## config.mk

```make
export PLATFORM = sky130hd
export DESIGN_NAME = dphy_word_packer
export DESIGN_NICKNAME = d
export VERILOG_FILES = /design/src/rtl/dphy_pkg.sv /design/src/rtl/dphy_byte_shifter.sv /design/src/rtl/dphy_word_packer.sv
export SDC_FILE = /design/constraint.sdc
export NUM_CORES = 1
export LEC_CHECK = 0
export BUFFER_PORTS_ARGS = -buffer_cell sky130_fd_sc_hd__buf_2
export CORE_ASPECT_RATIO = 1.4
export CORE_MARGIN = 4
export CORE_UTILIZATION = 46
export CTS_CLUSTER_DIAMETER = 30
export DETAILED_ROUTE_END_ITERATION = 10
export PLACE_DENSITY = 0.83
export SLEW_MARGIN = 20
export SYNTH_ARGS = -nofsm -noshare
export SYNTH_HDL_FRONTEND = slang
export SYNTH_SLANG_ARGS = --single-unit
```

## constraint.sdc

```tcl
create_clock -name byte_clk_i -period 1.2 [get_ports byte_clk_i]
set_input_delay 0 -clock byte_clk_i [delete_from_list [all_inputs] [get_ports byte_clk_i]]
set_output_delay 0 -clock byte_clk_i [all_outputs]
set_load 0.01 [all_outputs]
```

## src/rtl/dphy_pkg.sv

```systemverilog
// Shared types and parameter-legality checks for the D-PHY word packer.
package dphy_pkg;

   typedef enum logic [0:0] {
      ST_ACC   = 1'b0,
      ST_FLUSH = 1'b1
   } dphy_state_e;

   localparam int LANES_MIN  = 1;
   localparam int LANES_MAX  = 8;
   localparam int OUT_NARROW = 4;
   localparam int OUT_WIDE   = 8;

   function automatic bit params_ok(input int dl, input int ob);
      return (dl >= LANES_MIN) && (dl <= LANES_MAX) &&
             ((ob == OUT_NARROW) || (ob == OUT_WIDE)) &&
             (dl <= ob);
   endfunction

endpackage

```

## src/rtl/dphy_byte_shifter.sv

```systemverilog
// Merges an input beat into the residue at byte offset cnt and
// provides the merged buffer shifted down by one output word.
module dphy_byte_shifter
   import dphy_pkg::*;
#(
   parameter int DATA_LANES = 4,
   parameter int OUT_BYTES  = 4,
   parameter int RB         = OUT_BYTES + DATA_LANES - 1,
   parameter int CW         = $clog2(OUT_BYTES)
) (
   input  logic [RB*8-1:0]         res_i,
   input  logic [CW-1:0]           cnt_i,
   input  logic [DATA_LANES*8-1:0] data_i,
   output logic [RB*8-1:0]         merged_o,
   output logic [RB*8-1:0]         down_o
);

   generate
      if (!params_ok(DATA_LANES, OUT_BYTES)) begin : g_bad_params
         $error("dphy_byte_shifter: illegal DATA_LANES/OUT_BYTES");
      end
   endgenerate

   logic [RB*8-1:0] w_ins;

   // Residue bytes at and above cnt are always zero, so OR is a merge.
   assign w_ins    = {{((RB - DATA_LANES) * 8){1'b0}}, data_i};
   assign merged_o = res_i | (w_ins << {cnt_i, 3'b000});
   assign down_o   = merged_o >> (OUT_BYTES * 8);

endmodule

```

## src/rtl/dphy_word_packer.sv

```systemverilog
// Packs D-PHY lane bytes into OUT_BYTES-wide words with byte enables.
// Optional word counter enabled by defining DPHY_WORD_PACKER_STATS_EN.
module dphy_word_packer
   import dphy_pkg::*;
#(
   parameter int DATA_LANES = 4,
   parameter int OUT_BYTES  = 4
) (
   input  logic                    byte_clk_i,
   input  logic                    rst_n_i,
   input  logic [DATA_LANES*8-1:0] word_data_i,
   input  logic                    valid_i,
   input  logic                    last_i,
   output logic [OUT_BYTES*8-1:0]  data_o,
   output logic [OUT_BYTES-1:0]    byte_en_o,
   output logic                    valid_o,
   output logic                    last_o,
   output logic                    err_o,
   output logic [15:0]             word_cnt_o
);

   localparam int RB = OUT_BYTES + DATA_LANES - 1;
   localparam int CW = $clog2(OUT_BYTES);
   localparam logic [4:0] DL5 = 5'(DATA_LANES);
   localparam logic [4:0] OB5 = 5'(OUT_BYTES);

   dphy_state_e         r_state;
   logic [CW-1:0]       r_cnt;
   logic [RB*8-1:0]     r_res;
   logic [RB*8-1:0]     w_merged;
   logic [RB*8-1:0]     w_down;
   logic [4:0]          w_tot;
   logic [4:0]          w_rem;
   logic [OUT_BYTES-1:0] w_tot_be;
   logic [OUT_BYTES-1:0] w_cnt_be;

   dphy_byte_shifter #(
      .DATA_LANES (DATA_LANES),
      .OUT_BYTES  (OUT_BYTES)
   ) u_shift (
      .res_i    (r_res),
      .cnt_i    (r_cnt),
      .data_i   (word_data_i),
      .merged_o (w_merged),
      .down_o   (w_down)
   );

   assign w_tot = 5'(r_cnt) + DL5;
   assign w_rem = w_tot - OB5;

   always_comb begin
      w_tot_be = '0;
      w_cnt_be = '0;
      for (int i = 0; i < OUT_BYTES; i++) begin
         w_tot_be[i] = (5'(i) < w_tot);
         w_cnt_be[i] = (5'(i) < 5'(r_cnt));
      end
   end

   always_ff @(posedge byte_clk_i or negedge rst_n_i) begin
      if (!rst_n_i) begin
         r_state   <= ST_ACC;
         r_cnt     <= '0;
         r_res     <= '0;
         data_o    <= '0;
         byte_en_o <= '0;
         valid_o   <= 1'b0;
         last_o    <= 1'b0;
         err_o     <= 1'b0;
      end else begin
         valid_o <= 1'b0;
         last_o  <= 1'b0;
         if (r_state == ST_FLUSH) begin
            // r_cnt holds the remainder byte count while flushing
            data_o    <= r_res[OUT_BYTES*8-1:0];
            byte_en_o <= w_cnt_be;
            valid_o   <= 1'b1;
            last_o    <= 1'b1;
            r_cnt     <= '0;
            r_res     <= '0;
            r_state   <= ST_ACC;
            if (valid_i) err_o <= 1'b1;
         end else if (valid_i) begin
            if (last_i && (w_tot <= OB5)) begin
               data_o    <= w_merged[OUT_BYTES*8-1:0];
               byte_en_o <= w_tot_be;
               valid_o   <= 1'b1;
               last_o    <= 1'b1;
               r_cnt     <= '0;
               r_res     <= '0;
            end else if (w_tot >= OB5) begin
               data_o    <= w_merged[OUT_BYTES*8-1:0];
               byte_en_o <= '1;
               valid_o   <= 1'b1;
               r_res     <= w_down;
               r_cnt     <= CW'(w_rem);
               if (last_i) r_state <= ST_FLUSH;
            end else begin
               r_res <= w_merged;
               r_cnt <= CW'(w_tot);
            end
         end
      end
   end

`ifdef DPHY_WORD_PACKER_STATS_EN
   logic        w_emit;
   logic [15:0] r_wcnt;

   assign w_emit = (r_state == ST_FLUSH) |
                   (valid_i & (last_i | (w_tot >= OB5)));

   always_ff @(posedge byte_clk_i or negedge rst_n_i) begin
      if (!rst_n_i) r_wcnt <= '0;
      else if (w_emit) r_wcnt <= r_wcnt + 16'd1;
   end

   assign word_cnt_o = r_wcnt;
`else
   assign word_cnt_o = '0;
`endif

endmodule

```

# [After elaboration in Yosys (flattened, before gate mapping)]
# Cells that the tools add are included.
[totals] regBits=98 in_bits=36 output_inout_bits=55 wordCells=54
[classes] add_sub_neg=2 magnitude_cmp=9 n_shift=1 mux=28 n_bitwise=1 reduce_logical=5
[op_table] cell="two-way mux 56 bit" count=4
[op_table] cell="two-way mux 32 bit" count=4
[op_table] cell="OR 56 bit" count=1
[op_table] cell="left shift 32 x 5 -> 56 bit" count=1
[op_table] cell="two-way mux 4 bit" count=4
[op_table] cell="two-way mux 1 bit" count=12
[op_table] cell="< comparator 1 x 4 -> 1 bit, first input constant" count=2
[op_table] cell="< comparator 2 x 4 -> 1 bit, first input constant" count=2
[op_table] cell="two-way mux 2 bit" count=4
[op_table] cell="adder 2 x 3 -> 4 bit, second input constant" count=1
[op_table] cell="greater-or-equal comparator 4 x 3 -> 1 bit, second input constant" count=1
[op_table] cell="less-or-equal comparator 4 x 3 -> 1 bit, second input constant" count=1
[op_table] cell="< comparator 1 x 2 -> 1 bit, first input constant" count=2
[op_table] cell="AND reduction 2 bit" count=2
[op_table] cell="nonzero test 3 bit" count=1
[op_table] cell="< comparator 2 bit, first input constant" count=1
[op_table] cell="nonzero test 2 bit" count=1
[op_table] cell="subtractor 2 x 1 -> 2 bit, second input constant" count=1
[op_table] cell="logical AND 1 bit" count=1

# [Logic depth before layout (Yosys ltp)]
[logic_depth] depth_word=6 mapped_depth=3 mapped_depth_nobuf=1

# [Hierarchy]
# Synthesis repeated with hierarchy kept, for this count alone.
[unflattened] hier_cells=504 area_unflattened_um2=5262.5
[by_module_without_submodules] module="dphy_word_packer" instances=1 cells_each=334 area_per_inst_um2=3886.2 seq_area_each_um2=2277.2
[by_module_without_submodules] module="dphy_byte_shifter" instances=1 cells_each=170 area_per_inst_um2=1376.3 seq_area_each_um2=0.0

# [Least setup slack after synthesis]
# OpenSTA, ideal clock, no wires.
[synth_path] path_kind="register -> register" startpoint="register, netlist name byte_en_o[2]" endpoint="register byte_en_o[2]" setup_time_ns=0.127 arrival_time_ns=0.692 required_ns=1.073 setup_slack_ns=0.380 stages_incl_launch_ff=2 path_buffers=0 synth_period_minus_slack_ns=0.820 path_cell_list="dfrtp_1 or2_2"
[synth_lines] item="to (signal assigned)" line_no="dphy_word_packer.sv:76" text="byte_en_o <= w_cnt_be;"
[synth_lines] item="to (signal assigned)" line_no="dphy_word_packer.sv:86" text="byte_en_o <= w_tot_be;"
[synth_lines] item="to (decl)" line_no="dphy_word_packer.sv:15" text="output logic [OUT_BYTES-1:0] byte_en_o,"

==> metrics.txt <==
# TYPE chip_impl_metric gauge
chip_impl_info{name="run_status",value="complete, no violations"} 1
chip_impl_metric{name="final.setup.worst_slack",unit="ns"} 0.321
chip_impl_metric{name="hold_viol_final",unit=""} 0
chip_impl_metric{name="worst_skew_pair.late_latency",unit="ns"} 0.28
chip_impl_metric{name="number_of_buffer_and_inverter_instances_along_the_worst_setup_path",unit=""} 1
chip_impl_metric{name="postPlaceCellArea",unit="mm²"} 0.00186
chip_impl_metric{name="pre_cts_ws",unit="ns"} 0.344
chip_impl_metric{name="drt.antenna.violating_nets",unit=""} 0
chip_impl_metric{name="drcViolationCount",unit=""} 0
chip_impl_metric{name="maximum_number_of_pins_on_one_net_before_global_route_repair",unit=""} 36
chip_impl_metric{name="place.gp.congestion",unit=""} 0.712
chip_impl_info{name="cts_root_buf",value="clkbuf_8"} 1
chip_impl_metric{name="timing.critical_path.fanout_max",unit=""} 5
chip_impl_metric{name="synth_cells",unit=""} 94
chip_impl_metric{name="finClkSkew",unit="ns"} 0
chip_impl_metric{name="required_time_of_the_worst_setup_path",unit="ns"} 1.20
chip_impl_metric{name="fp.coreArea",unit="mm²"} 0.00321
chip_impl_metric{name="dp.cells",unit=""} 200
chip_impl_metric{name="yosys_warn_count",unit=""} 0
chip_impl_metric{name="critPathMaxStageDelay",unit="ns"} 0.43
chip_impl_metric{name="cts-buffers-inserted",unit=""} 5
chip_impl_metric{name="sequential_cell_area",unit="µm²"} 876
chip_impl_metric{name="antenna_cells",unit=""} 0
chip_impl_metric{name="slew_violations",unit=""} 0
chip_impl_info{name="grt_setup_unrepaired",value="no"} 1
chip_impl_metric{name="setup-violations-final",unit=""} 0
chip_impl_metric{name="ctsHtreeMaxLevel",unit=""} 2
chip_impl_info{name="worstSetupEndpoint",value="byte_en_o[1]"} 1
chip_impl_metric{name="synthToLayoutAreaGrowth",unit="%"} 46.8
chip_impl_metric{name="maximum_buffer_depth_of_the_clock_tree",unit=""} 2
chip_impl_metric{name="power_density",unit="mW/mm²"} 1310
chip_impl_metric{name="number_of_global_route_vias_before_repair",unit=""} 1244
chip_impl_info{name="timing.hold.worst.class",value="input pin to flop"} 1
chip_impl_metric{name="route.vias.total",unit=""} 1067
chip_impl_metric{name="regToRegSetupSlack",unit="ns"} 0.37
chip_impl_info{name="r2r-start",value="byte_en_o[2]"} 1
chip_impl_metric{name="design.final.nets",unit=""} 238
chip_impl_metric{name="post_route_core_utilization",unit=""} 0.721
chip_impl_metric{name="detail_route.wl_per_cell",unit="µm"} 15.6
chip_impl_metric{name="filler_instances",unit=""} 218
chip_impl_metric{name="multi_input_gate_area",unit="µm²"} 542
chip_impl_info{name="critical_path.top_delay_family",value="flip-flops"} 1
chip_impl_metric{name="synth_cell_types",unit=""} 9
chip_impl_metric{name="maxCapViolCount",unit=""} 0
chip_impl_metric{name="layoutNonFillerInstCount",unit=""} 242
chip_impl_metric{name="number_of_sinks_driven_by_the_clock_tree",unit=""} 35
chip_impl_metric{name="grt_first_pass_wirelength",unit="µm"} 6030
chip_impl_info{name="layout_commonest_cell",value="buf_2"} 1
chip_impl_metric{name="die-area",unit="mm²"} 0.00445
chip_impl_metric{name="critical_path_depth",unit=""} 1
chip_impl_metric{name="tns",unit="ns"} 0
chip_impl_info{name="timing.rr.end",value="byte_en_o[2]"} 1
chip_impl_info{name="cp-start-kind",value="flop"} 1
chip_impl_metric{name="grt.total_usage",unit=""} 0.178
chip_impl_metric{name="initial_core_util",unit=""} 0.491
chip_impl_info{name="cts_tree",value="done"} 1
chip_impl_metric{name="yosysSeqAreaShare",unit=""} 0.555
chip_impl_metric{name="routed_via_density",unit=""} 4.41
chip_impl_metric{name="synth-seq-cells",unit=""} 35
chip_impl_metric{name="port_buffers",unit=""} 73
chip_impl_metric{name="final_min_period_over_clock_period",unit=""} 0.733
chip_impl_metric{name="initialDrtViolationCount",unit=""} 20
chip_impl_metric{name="core.rowCount",unit=""} 24
chip_impl_metric{name="mappedNetlistArea",unit="mm²"} 0.00158
chip_impl_metric{name="finalInstanceArea",unit="mm²"} 0.00232
chip_impl_info{name="most_frequent_cells_in_the_layout",value="buf_2 (73), dfrtp_1 (35), dlygate4sd3_1 (34)"} 1
chip_impl_metric{name="final_period_minus_worst_setup_slack",unit="ns"} 0.879
chip_impl_metric{name="path_clk_slew",unit="ns"} 0.07
chip_impl_metric{name="post_cts.resized_instances",unit=""} 0
chip_impl_metric{name="hold_ws",unit="ns"} 0.0967
chip_impl_metric{name="global_route.overflow_total",unit=""} 0
chip_impl_info{name="critPathCaptureType",value="output port"} 1
chip_impl_info{name="cp_cell_sequence",value="buf_2"} 1
chip_impl_info{name="worst_setup_startpoint",value="byte_en_o[2]"} 1
chip_impl_metric{name="antenna_found_initial",unit=""} 0
chip_impl_metric{name="min_delay_path_depth",unit=""} 2
chip_impl_metric{name="total_power",unit="mW"} 3.03
chip_impl_metric{name="detailedPlacementHpwl",unit="µm"} 2520
chip_impl_info{name="critPathKind",value="flop to output port"} 1
chip_impl_metric{name="floorplan.io_pins",unit=""} 91
chip_impl_metric{name="power.static_leakage",unit="nW"} 1.21
chip_impl_metric{name="worst_r2r_path_depth",unit=""} 1
chip_impl_metric{name="detail_route.first_pass.iterations",unit=""} 3
chip_impl_metric{name="ir_drop",unit="µV"} 928
chip_impl_metric{name="dieWidth",unit="µm"} 57.5
chip_impl_metric{name="timing.critical_path.arrival",unit="ns"} 0.88
chip_impl_metric{name="layout-drive-gt1-share",unit=""} 0.571
chip_impl_metric{name="mean_area_per_synthesized_cell",unit="µm²"} 16.8
chip_impl_info{name="critPathSlowestCell",value="dfrtp_1"} 1
chip_impl_metric{name="route.final.wire_length",unit="µm"} 3770
chip_impl_metric{name="timing.fmax",unit="MHz"} 1140
chip_impl_metric{name="floorplan.die.height",unit="µm"} 77.3
-- worst min-delay path by stage --
stage,end,from
2_1_floorplan,byte_en_o[2],rst_n_i
3_3_place_gp,data_o[20],rst_n_i
3_5_place_dp,data_o[21],rst_n_i
4_1_cts,valid_o,valid_i
5_1_grt,valid_o,valid_i
6_report,valid_o,valid_i
-- power breakdown --
part | internal (mW) | total [mW] | switching (mW)
clock network | 0.672 | 1.08 | 0.411
logic | 0.347 | 0.591 | 0.245
registers | 1.29 | 1.35 | 0.0621
total | 2.31 | 3.03 | 0.718
-- metal layers --
| metal | global-route usage | share of wire | vias up |
|---|---|---|---|
| met5 | 0 | 0 | - |
| met4 | 0.0603 | 0.011 | 0 |
| met3 | 0.0706 | 0.10 | 5 |
| met2 | 0.316 | 0.54 | 66 |
| met1 | 0.185 | 0.35 | 509 |
| li1 | - | - | 487 |
-- logic make-up after synthesis --
| kind of cell | share of synthesized area |
|---|---|
| flip-flops | 0.555 |
| multiplexers | 0.295 |
| buffers and inverters | 0.140 |
| AND/OR/NAND/NOR | 0.00793 |
| other | 0.00237 |
-- registers in the layout, indices dropped and copies added, names as in the netlist --
name       cells
last_o         1
byte_en_o      1
valid_o        1
data_o        32
-- area by class of cell --
type                       count  area share
sequential                    35       0.378
timing repair buffer         109       0.316
multi-input combinational     51       0.234
clock buffer                   6      0.0356
tap                           39      0.0211
clock inverter                 2      0.0151
-- what timing repair did --
action	4_1_cts	5_1_grt
hold endpoints to repair	48	0
setup buffers	0	0
hold buffers	34	0
-- Yosys cell counts --
library cell | instances | area [µm²]
and2_1 | 1 | 6.26
buf_12 | 3 | 60.1
buf_4 | 20 | 150
buf_6 | 1 | 11.3
conb_1 | 1 | 3.75
dfrtp_1 | 35 | 876
mux2_2 | 4 | 45.0
mux2_4 | 28 | 420
or2_2 | 1 | 6.26
No activity file was read; power rests on OpenSTA's default activity.
